==> config.mk <==
export PLATFORM = sky130hd
export DESIGN_NAME = ball_motion
export DESIGN_NICKNAME = d
export VERILOG_FILES = /design/src/rtl/ball_motion.sv
export SDC_FILE = /design/constraint.sdc
export NUM_CORES = 1
export LEC_CHECK = 0
export ABC_AREA = 1
export CORE_UTILIZATION = 45
export CTS_CLUSTER_DIAMETER = 80
export DETAILED_ROUTE_END_ITERATION = 16
export PLACE_DENSITY = 0.72
export SYNTH_ARGS = -nofsm -noshare
export SYNTH_HDL_FRONTEND = slang
export SYNTH_SLANG_ARGS = --single-unit
==> constraint.sdc <==
create_clock -name clk -period 2.85 [get_ports clk]
set_input_delay 0.57 -clock clk [delete_from_list [all_inputs] [get_ports clk]]
set_output_delay 0.57 -clock clk [all_outputs]
set_load 0.1 [all_outputs]
==> src/rtl/ball_motion.sv <==
`default_nettype none
// ============================================================================
// Module   : ball_motion
// Purpose  : Fixed-point ball kinematics: integration, cue strike, collision
//            response with cooldown, and periodic friction decay.
//            Optional BALL_POS_CLAMP_EN clamps position to table limits.
// Revision : 1.0
// ============================================================================
module ball_motion #(
    parameter logic signed [10:0] INIT_X          = 11'sd300,
    parameter logic signed [10:0] INIT_Y          = 11'sd200,
    parameter int                 FRAC_BITS       = 6,
    parameter int                 FRICTION_PERIOD = 4,
    parameter int                 COOLDOWN_FRAMES = 3
`ifdef BALL_POS_CLAMP_EN
    ,
    parameter logic signed [10:0] MIN_X           = 11'sd0,
    parameter logic signed [10:0] MAX_X           = 11'sd608,
    parameter logic signed [10:0] MIN_Y           = 11'sd0,
    parameter logic signed [10:0] MAX_Y           = 11'sd448
`endif
) (
    input  logic               clk,
    input  logic               reset,
    input  logic               startOfFrame,
    input  logic               strike,
    input  logic signed [10:0] strikeVelX,
    input  logic signed [10:0] strikeVelY,
    input  logic               collisionOccurred,
    input  logic signed [10:0] ballVelXIn,
    input  logic signed [10:0] ballVelYIn,
    output logic signed [10:0] ballTopLeftPosX,
    output logic signed [10:0] ballTopLeftPosY,
    output logic signed [10:0] ballVelX,
    output logic signed [10:0] ballVelY,
    output logic               ballMoving
);

    localparam int c_acc_w = 11 + FRAC_BITS;
    localparam int c_fc_w  = (FRICTION_PERIOD > 1) ? $clog2(FRICTION_PERIOD) : 1;
    localparam int c_cd_w  = (COOLDOWN_FRAMES > 0) ? $clog2(COOLDOWN_FRAMES + 1) : 1;

    localparam logic [c_fc_w-1:0]         c_fc_last    = c_fc_w'(FRICTION_PERIOD - 1);
    localparam logic [c_cd_w-1:0]         c_cd_load    = c_cd_w'(COOLDOWN_FRAMES);
    localparam logic signed [c_acc_w-1:0] c_acc_init_x = {INIT_X, {FRAC_BITS{1'b0}}};
    localparam logic signed [c_acc_w-1:0] c_acc_init_y = {INIT_Y, {FRAC_BITS{1'b0}}};

    typedef enum logic [0:0] {
        ST_IDLE   = 1'b0,
        ST_MOVING = 1'b1
    } state_t;

    // -1024 has no positive counterpart, so it is pulled in to -1023
    function automatic logic signed [10:0] sat_vel(input logic signed [10:0] v);
        return (v == 11'sh400) ? 11'sh401 : v;
    endfunction

    function automatic logic signed [10:0] toward_zero(input logic signed [10:0] v);
        if (v == 11'sd0) return v;
        else if (v[10])  return v + 11'sd1;
        else             return v - 11'sd1;
    endfunction

    function automatic logic signed [10:0] mag(input logic signed [10:0] v);
        return v[10] ? -v : v;
    endfunction

    state_t                     state_q, state_d;
    logic signed [c_acc_w-1:0]  acc_x_q, acc_x_d;
    logic signed [c_acc_w-1:0]  acc_y_q, acc_y_d;
    logic signed [10:0]         vel_x_q, vel_x_d;
    logic signed [10:0]         vel_y_q, vel_y_d;
    logic [c_fc_w-1:0]          fric_q, fric_d;
    logic [c_cd_w-1:0]          cd_q, cd_d;

    logic signed [10:0]         w_strike_vx, w_strike_vy;
    logic signed [10:0]         w_col_vx, w_col_vy;
    logic                       w_col_ok;
    logic                       w_fric_hit;
`ifdef BALL_POS_CLAMP_EN
    logic signed [10:0]         w_pos_x_new, w_pos_y_new;
    logic signed [10:0]         w_base_vx, w_base_vy;
`endif

    assign w_strike_vx = sat_vel(strikeVelX);
    assign w_strike_vy = sat_vel(strikeVelY);
    assign w_col_vx    = sat_vel(ballVelXIn);
    assign w_col_vy    = sat_vel(ballVelYIn);
    assign w_col_ok    = collisionOccurred && (cd_q == '0) && (state_q == ST_MOVING);
    assign w_fric_hit  = (fric_q == c_fc_last);

    always_comb begin
        state_d = state_q;
        acc_x_d = acc_x_q;
        acc_y_d = acc_y_q;
        vel_x_d = vel_x_q;
        vel_y_d = vel_y_q;
        fric_d  = fric_q;
        cd_d    = cd_q;
`ifdef BALL_POS_CLAMP_EN
        w_pos_x_new = '0;
        w_pos_y_new = '0;
        w_base_vx   = '0;
        w_base_vy   = '0;
`endif

        case (state_q)
            ST_IDLE: begin
                fric_d = '0;
                cd_d   = '0;
                if (strike && ((w_strike_vx != 11'sd0) || (w_strike_vy != 11'sd0))) begin
                    vel_x_d = w_strike_vx;
                    vel_y_d = w_strike_vy;
                    state_d = ST_MOVING;
                end
            end

            default: begin
                // Integration always uses the velocity registered before this cycle
                if (startOfFrame) begin
                    acc_x_d = acc_x_q + {{FRAC_BITS{vel_x_q[10]}}, vel_x_q};
                    acc_y_d = acc_y_q + {{FRAC_BITS{vel_y_q[10]}}, vel_y_q};
                    fric_d  = w_fric_hit ? '0 : fric_q + 1'b1;
                    if (!w_col_ok) begin
                        if (w_fric_hit) begin
                            vel_x_d = toward_zero(vel_x_q);
                            vel_y_d = toward_zero(vel_y_q);
                        end
                        if (cd_q != '0) cd_d = cd_q - 1'b1;
                    end
                end

                if (w_col_ok) begin
                    vel_x_d = w_col_vx;
                    vel_y_d = w_col_vy;
                    cd_d    = c_cd_load;
                end

`ifdef BALL_POS_CLAMP_EN
                // A clamped axis ignores any same-cycle collision velocity
                if (startOfFrame) begin
                    w_pos_x_new = acc_x_d[c_acc_w-1:FRAC_BITS];
                    w_pos_y_new = acc_y_d[c_acc_w-1:FRAC_BITS];
                    w_base_vx   = w_col_ok ? vel_x_q : vel_x_d;
                    w_base_vy   = w_col_ok ? vel_y_q : vel_y_d;
                    if (w_pos_x_new < MIN_X) begin
                        acc_x_d = {MIN_X, {FRAC_BITS{1'b0}}};
                        vel_x_d = mag(w_base_vx);
                    end else if (w_pos_x_new > MAX_X) begin
                        acc_x_d = {MAX_X, {FRAC_BITS{1'b0}}};
                        vel_x_d = -mag(w_base_vx);
                    end
                    if (w_pos_y_new < MIN_Y) begin
                        acc_y_d = {MIN_Y, {FRAC_BITS{1'b0}}};
                        vel_y_d = mag(w_base_vy);
                    end else if (w_pos_y_new > MAX_Y) begin
                        acc_y_d = {MAX_Y, {FRAC_BITS{1'b0}}};
                        vel_y_d = -mag(w_base_vy);
                    end
                end
`endif

                if ((vel_x_d == 11'sd0) && (vel_y_d == 11'sd0)) begin
                    state_d = ST_IDLE;
                    fric_d  = '0;
                    cd_d    = '0;
                end
            end
        endcase
    end

    always_ff @(posedge clk) begin
        if (reset) begin
            state_q <= ST_IDLE;
            acc_x_q <= c_acc_init_x;
            acc_y_q <= c_acc_init_y;
            vel_x_q <= '0;
            vel_y_q <= '0;
            fric_q  <= '0;
            cd_q    <= '0;
        end else begin
            state_q <= state_d;
            acc_x_q <= acc_x_d;
            acc_y_q <= acc_y_d;
            vel_x_q <= vel_x_d;
            vel_y_q <= vel_y_d;
            fric_q  <= fric_d;
            cd_q    <= cd_d;
        end
    end

    assign ballTopLeftPosX = acc_x_q[c_acc_w-1:FRAC_BITS];
    assign ballTopLeftPosY = acc_y_q[c_acc_w-1:FRAC_BITS];
    assign ballVelX        = vel_x_q;
    assign ballVelY        = vel_y_q;
    assign ballMoving      = (state_q == ST_MOVING);

endmodule
`default_nettype wire

==> impl_metrics.sql <==
INSERT INTO impl_metrics (metric_group, metric, value, unit) VALUES
('clock_network', 'clkSlewWorstSetupHoldPaths', '50', 'ps'),
('clock_network', 'cts_resized', '0', ''),
('setup_path', 'worstPathRequired', '3070', 'ps'),
('clock_network', 'postCtsHoldBufs', '0', ''),
('sta', 'maximum_clock_frequency', '403', 'MHz'),
('synthesis', 'synth_enable_flop_cells', '0', ''),
('run', 'max_cap_violations', '0', ''),
('synthesis', 'netlist_instances', '955', ''),
('synthesis', 'area_leader_netlist', 'sky130_fd_sc_hd__dfxtp_1', ''),
('clock_network', 'post-cts-setup-buffer-count', '0', ''),
('routing', 'drc', '0', ''),
('synthesis', 'synth.top_cells.by_area', 'sky130_fd_sc_hd__dfxtp_1 (21%), sky130_fd_sc_hd__nand2_1 (17%), sky130_fd_sc_hd__ha_1 (11%)', ''),
('finish', 'nNetsFinal', '1134', ''),
('setup_path', 'worstPathArrival', '2700', 'ps'),
('sta', 'final_min_period_over_clock_period', '0.872', ''),
('synthesis', 'ys_ff_latch', '61', ''),
('floorplanning', 'design.portCount', '94', ''),
('floorplanning', 'row_count', '41', ''),
('sta', 'fin_crit', '2480', 'ps'),
('global_route', 'grt_pass1_vias', '5467', ''),
('global_route', 'grt_start_max_net_pins', '24', ''),
('setup_path', 'cp_cell_sequence', 'inv_1 -> fa_1 -> inv_1 -> nand3_1 -> nand2_2 -> nand2_1 -> nand3_1 -> nand2_1 -> nand2_1 -> nor2_1 -> o21ai_0 -> nand3_1 -> nor2_1 -> nand2_1 -> nand2_2 -> nor2_1', ''),
('pwr', 'cellPowerDensity', '546', 'nW/um^2'),
('finish', 'finished_core_util', '0.554', ''),
('routing', 'drt-wirelength-per-cell', '13.2', 'um'),
('sta', 'fin_worst_skew', '8.32', 'ps'),
('status', 'outcome', 'finished clean', ''),
('routing', 'vias', '6196', ''),
('placement', 'dpl.cell_count', '1190', ''),
('setup_path', 'cp_num_buf_inv', '2', ''),
('finish', 'layout-drive-gt1-share', '0.0997', ''),
('min_path', 'holdCritPathClass', 'reg -> reg', ''),
('sta', 'setup-tns-final', '0', 'ps'),
('pwr', 'total_leakage_power', '3.69', 'nW'),
('floorplanning', 'floorplan.core_area', '12700', 'um^2'),
('sta', 'rsz0062_at_grt', 'no', ''),
('clock_network', 'cts_made_buffers', '9', ''),
('synthesis', 'synth_nets', '1060', ''),
('setup_path', 'setup.worst_path.class', 'reg -> reg', ''),
('clock_network', 'clock_tree.buffer_depth', '2', ''),
('setup_path', 'slowest_delay', '470', 'ps'),
('floorplanning', 'floorplan.die_area', '13500', 'um^2'),
('setup_path', 'cp-start-kind', 'flip-flop', ''),
('clock_network', 'clock_sink_count', '61', ''),
('clock_network', 'root_buffer', 'sky130_fd_sc_hd__clkbuf_16', ''),
('synthesis', 'async_sr_flop_fraction', '0', ''),
('placement', 'gp_congestion', '0.886', ''),
('synthesis', 'syn-mean-instance-area', '6.13', 'um^2'),
('synthesis', 'netlist_area_before_placement', '5850', 'um^2'),
('global_route', 'wire_length_of_the_first_global_routing_pass', '26100', 'um'),
('synthesis', 'top_cells_by_instance_count_after_synthesis', 'sky130_fd_sc_hd__nand2_1 (259), sky130_fd_sc_hd__inv_1 (124), sky130_fd_sc_hd__nor2_1 (94)', ''),
('setup_path', 'worst_setup_path_end_kind', 'flip-flop', ''),
('floorplanning', 'height_of_the_die', '116', 'um'),
('global_route', 'initial_antenna_violation_count', '0', ''),
('placement', 'hpwl', '12200', 'um'),
('pwr', 'p_total', '3.83', 'mW'),
('setup_path', 'maximum_fanout_along_the_worst_path', '8', ''),
('pwr', 'vdd.ir_drop.worst', '0.294', 'mV'),
('routing', 'drt-vias-per-instance', '5.14', ''),
('synthesis', 'yosysSeqAreaShare', '0.209', ''),
('setup_path', 'reg2reg_slack', '370', 'ps'),
('synthesis', 'synth.top_cell.area_share', '0.209', ''),
('placement', 'port-buffer-count', '93', ''),
('setup_path', 'cpMostUsedCell', 'sky130_fd_sc_hd__nand2_1', ''),
('global_route', 'globalRoute.totalOverflow', '0', ''),
('synthesis', 'most_frequently_used_cell_type_in_the_post_synthesis_netlist', 'sky130_fd_sc_hd__nand2_1', ''),
('finish', 'final-instance-count-excl-fill', '1205', ''),
('clock_network', 'htree_levels', '3', ''),
('sta', 'timing.slew.headroom', '0.478', ''),
('synthesis', 'dominantRegCellSynth', 'sky130_fd_sc_hd__dfxtp_1', ''),
('clock_network', 'cts_tree', 'built', '');
[final timing paths]
path,endpoint,start,depth (start not counted)
hold / removal,acc_y_q[0]$_SDFFE_PP0P_,acc_y_q[0]$_SDFFE_PP0P_,2
setup / recovery,cd_q[1]$_SDFFE_PP0P_,ballVelY[0]$_SDFFE_PP0P_,16
hold reg to reg,acc_y_q[0]$_SDFFE_PP0P_,acc_y_q[0]$_SDFFE_PP0P_,2
setup reg to reg,cd_q[1]$_SDFFE_PP0P_,ballVelY[0]$_SDFFE_PP0P_,16
[power by group]
group | internal (mW) | total [mW] | switching (mW)
clock network | 0.720 | 1.11 | 0.386
logic | 0.538 | 1.70 | 1.16
registers | 0.928 | 1.03 | 0.0980
total | 2.19 | 3.83 | 1.64
[metrics by stage]
step                setup WS [ps]  cell area (um^2)  hold slack (ps)
floorplan                    1.23              5860              459
finish                        366              7020              493
CTS                           380              7020              498
global placement              270              6730              477
global route                  154              7020              528
detailed placement            205              6730              487
[kinds of logic after synthesis]
kind of cell / share of synthesized area
AOI/OAI and AO/OA: 0.161
muxes: 0.00171
xor gates and xnor gates: 0.0359
adders and majority gates: 0.125
DFF: 0.209
buffers and inverters: 0.128
and+or+nand+nor: 0.340
[routing by layer]
layer | GRT usage | part of all wire | routed length, um
met1 | 0.343 | 0.49 | 7730
met2 | 0.398 | 0.45 | 7110
met3 | 0.0445 | 0.060 | 950
met4 | 0.0581 | 0.0089 | 142
met5 | 0 | 0 | 0
[cell usage in the layout, fill, tap and decap left out, types with 3 or more instances in the layout]
master                            synthesis  final
sky130_fd_sc_hd__a21o_1                   3      3
sky130_fd_sc_hd__a21oi_1                 72     72
sky130_fd_sc_hd__a31oi_1                 13     13
sky130_fd_sc_hd__buf_4                   24     59
sky130_fd_sc_hd__clkbuf_1                12      3
sky130_fd_sc_hd__clkbuf_16                0      9
sky130_fd_sc_hd__clkdlybuf4s50_1          0     48
sky130_fd_sc_hd__dfxtp_1                 61     56
sky130_fd_sc_hd__dfxtp_2                  0      5
sky130_fd_sc_hd__fa_1                     4      4
sky130_fd_sc_hd__ha_1                    52     52
sky130_fd_sc_hd__inv_1                  124    124
sky130_fd_sc_hd__inv_2                    4      4
sky130_fd_sc_hd__nand2_1                259    259
sky130_fd_sc_hd__nand2_2                  8      8
sky130_fd_sc_hd__nand3_1                 78     78
sky130_fd_sc_hd__nand4_1                 10     10
sky130_fd_sc_hd__nor2_1                  94     94
sky130_fd_sc_hd__nor3_1                   7      7
sky130_fd_sc_hd__nor4_1                   4      4
sky130_fd_sc_hd__o211ai_1                 6      6
sky130_fd_sc_hd__o21ai_0                 51     51
sky130_fd_sc_hd__o221ai_1                 3      3
sky130_fd_sc_hd__o22ai_1                  5      5
sky130_fd_sc_hd__o31ai_1                  3      3
sky130_fd_sc_hd__or2_2                    4      4
sky130_fd_sc_hd__xnor2_1                  7      7
sky130_fd_sc_hd__xor2_1                  17     17
[registers in the layout (all words and copies together) (netlist names)]
name and cells:
acc_x_q 17, cd_q 2, ballVelY 11, ballVelX 11, ballMoving 1, fric_q 2, acc_y_q 17
[layout make-up]
| class | count | area [um^2] |
|---|---|---|
| fill | 1325 | 5650 |
| multi-input combinational | 722 | 3880 |
| sequential | 61 | 1230 |
| timing repair buffer | 107 | 923 |
| inverter | 128 | 480 |
| clock buffer | 14 | 264 |
| tap | 172 | 215 |
| clock inverter | 1 | 30.0 |
[tightest hold or removal path: cells and delay by family (launching register included)]
kind | cells | cell delay (ps)
flops | 1 | 330
simple gates | 2 | 130
(Power assumes the default switching activity.)
